File: config.mk
export PLATFORM = sky130hd
export DESIGN_NAME = ysyx_040750_div_ctrl
export DESIGN_NICKNAME = d
export VERILOG_FILES = /design/src/rtl/ysyx_040750_div_pkg.sv /design/src/rtl/ysyx_040750_radix2_div.sv /design/src/rtl/ysyx_040750_div_ctrl.sv
export SDC_FILE = /design/constraint.sdc
export NUM_CORES = 2
export LEC_CHECK = 0
export CAP_MARGIN = 20
export CELL_PAD_IN_SITES_DETAIL_PLACEMENT = 1
export CELL_PAD_IN_SITES_GLOBAL_PLACEMENT = 2
export CORE_ASPECT_RATIO = 1.2
export CORE_UTILIZATION = 38
export DETAILED_ROUTE_END_ITERATION = 8
export GPL_TIMING_DRIVEN = 0
export HOLD_SLACK_MARGIN = 0.15
export PLACE_DENSITY_LB_ADDON = 0.1
export REMOVE_ABC_BUFFERS = 1
export SYNTH_ARGS = -nofsm -noshare
export SYNTH_HDL_FRONTEND = slang
export SYNTH_SLANG_ARGS = --single-unit
export TNS_END_PERCENT = 50
File: constraint.sdc
create_clock -name clk -period 7.65 [get_ports clk]
set_clock_uncertainty 0.15 [all_clocks]
set_input_delay 1.9125 -clock clk [delete_from_list [all_inputs] [get_ports clk]]
set_output_delay 1.9125 -clock clk [all_outputs]
set_load 0.1 [all_outputs]
File: src/rtl/ysyx_040750_div_pkg.sv
// ysyx_040750_div_pkg
// Shared definitions for the RV64 divide controller and its radix-2 core:
// operand width, core latency, op encodings, FSM state encodings and a
// result-selection helper. It is used by both the controller and the testbench.
package ysyx_040750_div_pkg;

    localparam int XLEN         = 64;
    // Cycles from the core start pulse to the core done pulse.
    localparam int CORE_LATENCY = 66;

    // op[0] = 1 selects unsigned. op[1] = 1 selects the remainder.
    localparam logic [1:0] OP_DIV  = 2'b00;
    localparam logic [1:0] OP_DIVU = 2'b01;
    localparam logic [1:0] OP_REM  = 2'b10;
    localparam logic [1:0] OP_REMU = 2'b11;

    // Controller FSM state encoding.
    localparam logic [1:0] ST_IDLE  = 2'd0;
    localparam logic [1:0] ST_BUSY  = 2'd1;
    localparam logic [1:0] ST_DRAIN = 2'd2;
    localparam logic [1:0] ST_DONE  = 2'd3;

    // Builds the architectural result. The quotient or remainder is chosen
    // from op[1]. The raw core value is replaced when the request is a
    // divide-by-zero or a signed-overflow case. For W ops, the low word is
    // sign-extended.
    function automatic logic [XLEN-1:0] select_result(
        input logic [1:0]      op,
        input logic            is_word,
        input logic [XLEN-1:0] dividend,
        input logic [XLEN-1:0] quo,
        input logic [XLEN-1:0] rem,
        input logic            div_zero,
        input logic            overflow
    );
        logic [XLEN-1:0] q;
        logic [XLEN-1:0] r;
        logic [XLEN-1:0] sel;
        q = quo;
        r = rem;
        if (div_zero) begin
            q = {XLEN{1'b1}};
            r = dividend;
        end else if (overflow) begin
            q = dividend;
            r = {XLEN{1'b0}};
        end
        sel = op[1] ? r : q;
        if (is_word) begin
            sel = {{32{sel[31]}}, sel[31:0]};
        end
        return sel;
    endfunction

endpackage

File: src/rtl/ysyx_040750_radix2_div.sv
// ysyx_040750_radix2_div
// Iterative restoring radix-2 divider. The core works on magnitudes and
// applies the operand signs at the end. One start pulse produces a one-cycle
// done pulse CORE_LATENCY cycles later. The quotient and remainder are valid
// only while done is high.
// Ports:
//   clk, rst         clock and synchronous active-high reset
//   start            one-cycle request. It is ignored while busy.
//   is_signed        treat dividend and divisor as two's complement
//   dividend/divisor 64-bit operands
//   busy             a divide is in progress
//   done             one-cycle pulse. quotient and remainder are valid.
//   quotient, remainder  results
module ysyx_040750_radix2_div
    import ysyx_040750_div_pkg::*;
(
    input  logic            clk,
    input  logic            rst,
    input  logic            start,
    input  logic            is_signed,
    input  logic [XLEN-1:0] dividend,
    input  logic [XLEN-1:0] divisor,
    output logic            busy,
    output logic            done,
    output logic [XLEN-1:0] quotient,
    output logic [XLEN-1:0] remainder
);

    // Cycle budget: 1 load + XLEN iterations + 1 sign fix-up = CORE_LATENCY.
    localparam logic [6:0] LAST_CNT = 7'(CORE_LATENCY - 2);

    logic [6:0]      cnt;
    logic [XLEN-1:0] quo_r;
    logic [XLEN-1:0] rem_r;
    logic [XLEN-1:0] div_r;
    logic            neg_q;
    logic            neg_r;
    logic [XLEN:0]   rem_shift;
    logic            sub_ok;

    // The partial remainder stays below the divisor. Because of this, the
    // shifted value fits in XLEN+1 bits, and the new remainder fits in XLEN bits.
    assign rem_shift = {rem_r, quo_r[XLEN-1]};
    assign sub_ok    = (rem_shift >= {1'b0, div_r});

    always_ff @(posedge clk) begin
        if (rst) begin
            busy      <= 1'b0;
            done      <= 1'b0;
            cnt       <= 7'd0;
            quo_r     <= '0;
            rem_r     <= '0;
            div_r     <= '0;
            neg_q     <= 1'b0;
            neg_r     <= 1'b0;
            quotient  <= '0;
            remainder <= '0;
        end else begin
            done <= 1'b0;
            if (start && !busy) begin
                busy  <= 1'b1;
                cnt   <= 7'd0;
                rem_r <= '0;
                quo_r <= (is_signed && dividend[XLEN-1]) ? -dividend : dividend;
                div_r <= (is_signed && divisor[XLEN-1]) ? -divisor : divisor;
                neg_q <= is_signed && (dividend[XLEN-1] ^ divisor[XLEN-1]);
                neg_r <= is_signed && dividend[XLEN-1];
            end else if (busy) begin
                if (cnt == LAST_CNT) begin
                    busy      <= 1'b0;
                    done      <= 1'b1;
                    quotient  <= neg_q ? -quo_r : quo_r;
                    remainder <= neg_r ? -rem_r : rem_r;
                end else begin
                    cnt <= cnt + 7'd1;
                    if (sub_ok) begin
                        rem_r <= rem_shift[XLEN-1:0] - div_r;
                        quo_r <= {quo_r[XLEN-2:0], 1'b1};
                    end else begin
                        rem_r <= rem_shift[XLEN-1:0];
                        quo_r <= {quo_r[XLEN-2:0], 1'b0};
                    end
                end
            end
        end
    end

endmodule

File: src/rtl/ysyx_040750_div_ctrl.sv
// ysyx_040750_div_ctrl
// RV64M divide/remainder unit placed between EX and MEM/WB. The unit
// decodes the request, extends W operands, starts the radix-2 core,
// captures the selected result and presents it until the consumer takes it.
// Optional feature: define YSYX_040750_DIV_BYPASS_EN so that divide-by-zero
// and signed overflow are resolved without the core. The result is then
// valid the cycle after acceptance.
// Handshake: a transfer happens on a cycle where valid and ready are both high.
// On the input side, flush blocks the transfer. valid must not depend on
// ready. out_valid/result stay stable until out_ready or flush.
// Ports:
//   clk, rst              clock and synchronous active-high reset
//   in_valid/in_ready     request handshake (ready only in IDLE)
//   op, is_word           00 DIV, 01 DIVU, 10 REM, 11 REMU; RV64 W variant
//   src1, src2            dividend and divisor
//   flush                 kills the in-flight request
//   out_valid/out_ready   result handshake
//   result                64-bit architectural result
module ysyx_040750_div_ctrl
    import ysyx_040750_div_pkg::*;
(
    input  logic            clk,
    input  logic            rst,
    input  logic            in_valid,
    output logic            in_ready,
    input  logic [1:0]      op,
    input  logic            is_word,
    input  logic [XLEN-1:0] src1,
    input  logic [XLEN-1:0] src2,
    input  logic            flush,
    output logic            out_valid,
    input  logic            out_ready,
    output logic [XLEN-1:0] result
);

    logic [1:0]      state;
    logic [1:0]      op_q;
    logic            is_word_q;
    logic [XLEN-1:0] a_q;
    logic [XLEN-1:0] b_q;
    logic            div_zero_q;
    logic            overflow_q;
    logic            start_q;
    logic [XLEN-1:0] result_q;

    logic [XLEN-1:0] a_ext;
    logic [XLEN-1:0] b_ext;
    logic            div_zero;
    logic            overflow;
    logic            accept;

    logic            core_start;
    logic            core_busy;
    logic            core_done;
    logic [XLEN-1:0] core_quo;
    logic [XLEN-1:0] core_rem;

    // Signed ops (op[0]=0) sign-extend the low word. Unsigned ops zero-extend it.
    assign a_ext = !is_word ? src1 :
                   op[0]    ? {32'd0, src1[31:0]} : {{32{src1[31]}}, src1[31:0]};
    assign b_ext = !is_word ? src2 :
                   op[0]    ? {32'd0, src2[31:0]} : {{32{src2[31]}}, src2[31:0]};

    assign div_zero = is_word ? (src2[31:0] == 32'd0) : (src2 == '0);
    // Overflow is checked at the operating width: most-negative / -1.
    assign overflow = !op[0] && (is_word
                    ? (src1[31:0] == 32'h8000_0000 && src2[31:0] == 32'hFFFF_FFFF)
                    : (src1 == {1'b1, {(XLEN-1){1'b0}}} && src2 == {XLEN{1'b1}}));

    assign in_ready  = (state == ST_IDLE);
    assign accept    = in_valid && in_ready && !flush;
    assign out_valid = (state == ST_DONE);
    assign result    = result_q;

    assign core_start = start_q && !core_busy;

    always_ff @(posedge clk) begin
        if (rst) begin
            state      <= ST_IDLE;
            op_q       <= 2'b00;
            is_word_q  <= 1'b0;
            a_q        <= '0;
            b_q        <= '0;
            div_zero_q <= 1'b0;
            overflow_q <= 1'b0;
            start_q    <= 1'b0;
            result_q   <= '0;
        end else begin
            start_q <= 1'b0;
            case (state)
                ST_IDLE: begin
                    if (accept) begin
                        op_q       <= op;
                        is_word_q  <= is_word;
                        a_q        <= a_ext;
                        b_q        <= b_ext;
                        div_zero_q <= div_zero;
                        overflow_q <= overflow;
`ifdef YSYX_040750_DIV_BYPASS_EN
                        if (div_zero || overflow) begin
                            state    <= ST_DONE;
                            result_q <= select_result(op, is_word, a_ext, '0, '0,
                                                      div_zero, overflow);
                        end else begin
                            state   <= ST_BUSY;
                            start_q <= 1'b1;
                        end
`else
                        state   <= ST_BUSY;
                        start_q <= 1'b1;
`endif
                    end
                end
                ST_BUSY: begin
                    // The core outputs are valid only while done is high, so
                    // the result is captured on that cycle.
                    if (core_done) begin
                        if (flush) begin
                            state <= ST_IDLE;
                        end else begin
                            state    <= ST_DONE;
                            result_q <= select_result(op_q, is_word_q, a_q, core_quo,
                                                      core_rem, div_zero_q, overflow_q);
                        end
                    end else if (flush) begin
                        state <= ST_DRAIN;
                    end
                end
                ST_DRAIN: begin
                    if (core_done) begin
                        state <= ST_IDLE;
                    end
                end
                ST_DONE: begin
                    if (flush || out_ready) begin
                        state <= ST_IDLE;
                    end
                end
                default: state <= ST_IDLE;
            endcase
        end
    end

    ysyx_040750_radix2_div u_core (
        .clk       (clk),
        .rst       (rst),
        .start     (core_start),
        .is_signed (~op_q[0]),
        .dividend  (a_q),
        .divisor   (b_q),
        .busy      (core_busy),
        .done      (core_done),
        .quotient  (core_quo),
        .remainder (core_rem)
    );

endmodule

==> metrics.yaml <==
die:
  start_util_pct: 38.5
  ioPinCount: 202
  die-area_sq_um: 82900
  num_rows: 114
  die_y_microns: 315
  die_w_microns: 263
  coreArea_sq_um: 80700
sta:
  worstMarginPinSlew_ns: 1.09
  setup_tns_ns: 0
  fmax_ghz: 0.184
  whs_ns: 0.304
  finalMaxSlewViolations: 0
  period_needed_ns: 5.42
  finalSetupViolations: 0
  post-route-period-util_pct: 70.9
  rsz0062_at_grt: "no"
  slew_headroom_pct: 27.0
  finalHoldViolations: 0
synthesis:
  yosysTopAreaCellShare_pct: 34.2
  ys.warnings.count: 0
  yosysMostFrequentCell: "dfxtp_1"
  synth-edff-count: 0
  yosysTopAreaCell: "dfxtp_1"
  avgSynthCellArea_sq_um: 7.51
  synthesis.area_sq_um: 31100
  synth_area_leaders: "dfxtp_1, a21oi_1, nand2_1"
  synth.distinct_cells: 68
  ys_seq_area_share_pct: 34.2
  synth-seq-cells: 531
  synthCells: 4135
  synth_common_cells: "dfxtp_1, nand2_1, a21oi_1"
  ys_async_sr_fraction_pct: 0
  synth-main-ff-cell: "dfxtp_1"
pwr:
  power.internal_mw: 5.59
  comb_power_share_pct: 25.8
  cellPowerDensity_nw_per_um2: 229
  power.net_switching_mw: 2.75
  swShare_pct: 32.9
  vdd_ir_drop_max_v: 0.000179
  pwr-share-seq_pct: 36.0
  clockPowerShare_pct: 38.2
  power_leakage_nw: 12.8
hold_path:
  holdPathStages: 2
  hold_end: "u_core.div_r[34]"
  hold_start: "u_core.div_r[34]"
  hold_path.class: "reg -> reg"
clock_network:
  post_cts_buffers: 0
  clk_latency_ns: 0.66
  clock_sinks: 531
  cts_resized: 0
  cts_tree: "built"
  numCtsBuffers: 61
  cts_root_buf: "clkbuf_16"
  cts_hold_buffers: 0
  clkTransAtPathRegs_ns: 0.06
  htreeDepth: 2
  clockBufferDepth: 3
critical_path:
  r2r-end: "u_core.rem_r[60]"
  rr_startpoint: "u_core.quo_r[63]"
  cp_data_required_time_ns: 8.08
  reg2reg_depth: 15
  startpoint_type: "input port"
  arrival_ns: 5.85
  reg2reg_slack_ns: 2.78
  setup.worst_path.end_class: "flop"
  path_max_fanout: 2
  path_class: "in -> reg"
route:
  drt_iter0_markers: 1788
  ant_nets: 0
  wirelength_microns: 112000
  via_per_inst: 5.73
  wl_per_cell_microns: 21.6
  drc: 0
  detail_route.first_pass.iterations: 5
  vias: 29900
grt:
  grt_max_degree: 128
  top_usage_layer: "met2"
  grt_pass1_wl_microns: 175000
  grt-ovfl-total: 0
  grtUsageMet3_pct: 3.16
  grt_use_met2_pct: 45.5
  grt_use_total_pct: 26.6
  antenna_found_initial: 5
  grt_pass1_vias: 29800
  grt_util_met1_pct: 34.6
cells_and_area:
  drive_gt1_share_pct: 5.06
  diodes: 0
  area_delta_synth_final_pct: 17.3
  fin_nets: 4326
flow_run:
  maxCapViolations: 0
placed_design:
  io_buffers: 201
  place_hpwl_microns: 82500
  gp_congestion: 0.863
run_status:
  status: "complete, no violations"
==> layer usage <==
layer / vias to the layer above / share of wire (%)
li1: 14800 / -
met1: 14500 / 46
met2: 486 / 47
met3: 164 / 3.6
met4: 2 / 3.5
met5: - / 0.012
==> worst max-delay path, stage by stage <==
cell and delay, ns:
clkdlybuf4s50_1 0.42, nor4_1 0.91, nand4_1 0.58, nor4_1 0.44
nand4_1 0.33, o21ai_0 0.87, nand4_1 0.19, a21oi_1 0.19
==> per-stage QoR <==
stage / util, % / worst slack [ns] / instances / area (sq um) / total power [mW]
floorplan: - / -4.84 / 3807 / 29800 / 4.43
global placement: 41.1 / -21.26 / 5052 / 33100 / 5.16
detailed placement: 42.4 / 1.48 / 5099 / 34200 / 5.20
CTS: 45.1 / 2.18 / 5214 / 36400 / 8.41
global route: 45.1 / 2.26 / 5215 / 36400 / 8.77
finish: 45.1 / 2.23 / 5215 / 36400 / 8.33
==> logic make-up after synthesis <==
logic type               after synthesis  synth area share, %
AND/OR/NAND/NOR                     1437                 21.4
AO/OA/AOI/OAI                       1325                 26.6
flip-flops                           531                 34.2
buffers and inverters                441                 5.34
XOR/XNOR                             285                 8.04
adder cells (fa/ha/maj)               71                 2.88
multiplexers                          45                 1.45
==> power groups by stage <==
stage               Combinational, mW  Clock, mW  Sequential [mW]
floorplan                        1.43          0             3.01
global placement                 2.10          0             3.06
detailed placement               2.14          0             3.06
CTS                              2.15       3.26             3.00
global route                     2.38       3.37             3.02
finish                           2.15       3.18             3.00
==> worst max-delay path by stage <==
stage          startpoint         end  slack, ns  cells after the start
2_1_floorplan    in_valid     a_q[32]      -4.84                      5
3_3_place_gp        flush     a_q[37]     -21.26                      5
3_5_place_dp     src1[43]  overflow_q       1.48                      8
4_1_cts          src1[43]  overflow_q       2.18                      8
5_1_grt          src1[43]  overflow_q       2.26                      8
6_report         src1[43]  overflow_q       2.23                      8
==> layout make-up <==
type | count | area [sq um]
inverter | 113 | 427
clock buffer | 97 | 1880
fill | 9808 | 44300
sequential | 531 | 10600
clock inverter | 18 | 300
tap | 1044 | 1310
multi-input combinational | 3163 | 18900
timing repair buffer | 249 | 2980
==> sequential cells by signal (all words and copies together) (netlist names), 2 cells and up <==
register / flops
a_q: 64
b_q: 64
op_q: 2
result: 64
state: 2
u_core.cnt: 7
u_core.div_r: 64
u_core.quo_r: 64
u_core.quotient: 64
u_core.rem_r: 64
u_core.remainder: 64
==> cell usage in the layout (no fill, tap or decap), drive strengths merged, types with 49 or more instances in the layout <==
cell,instances
dfxtp,531
inv,114
nor4,56
nand4,51
nand2,513
or3,54
xnor2,120
ha,70
clkbuf,97
a211oi,203
nor2b,85
nor2,423
nor3,86
a22oi,89
buf,49
xor2,165
o21ai,302
a21oi,435
clkdlybuf4s50,199
(Power assumes the default switching activity.)
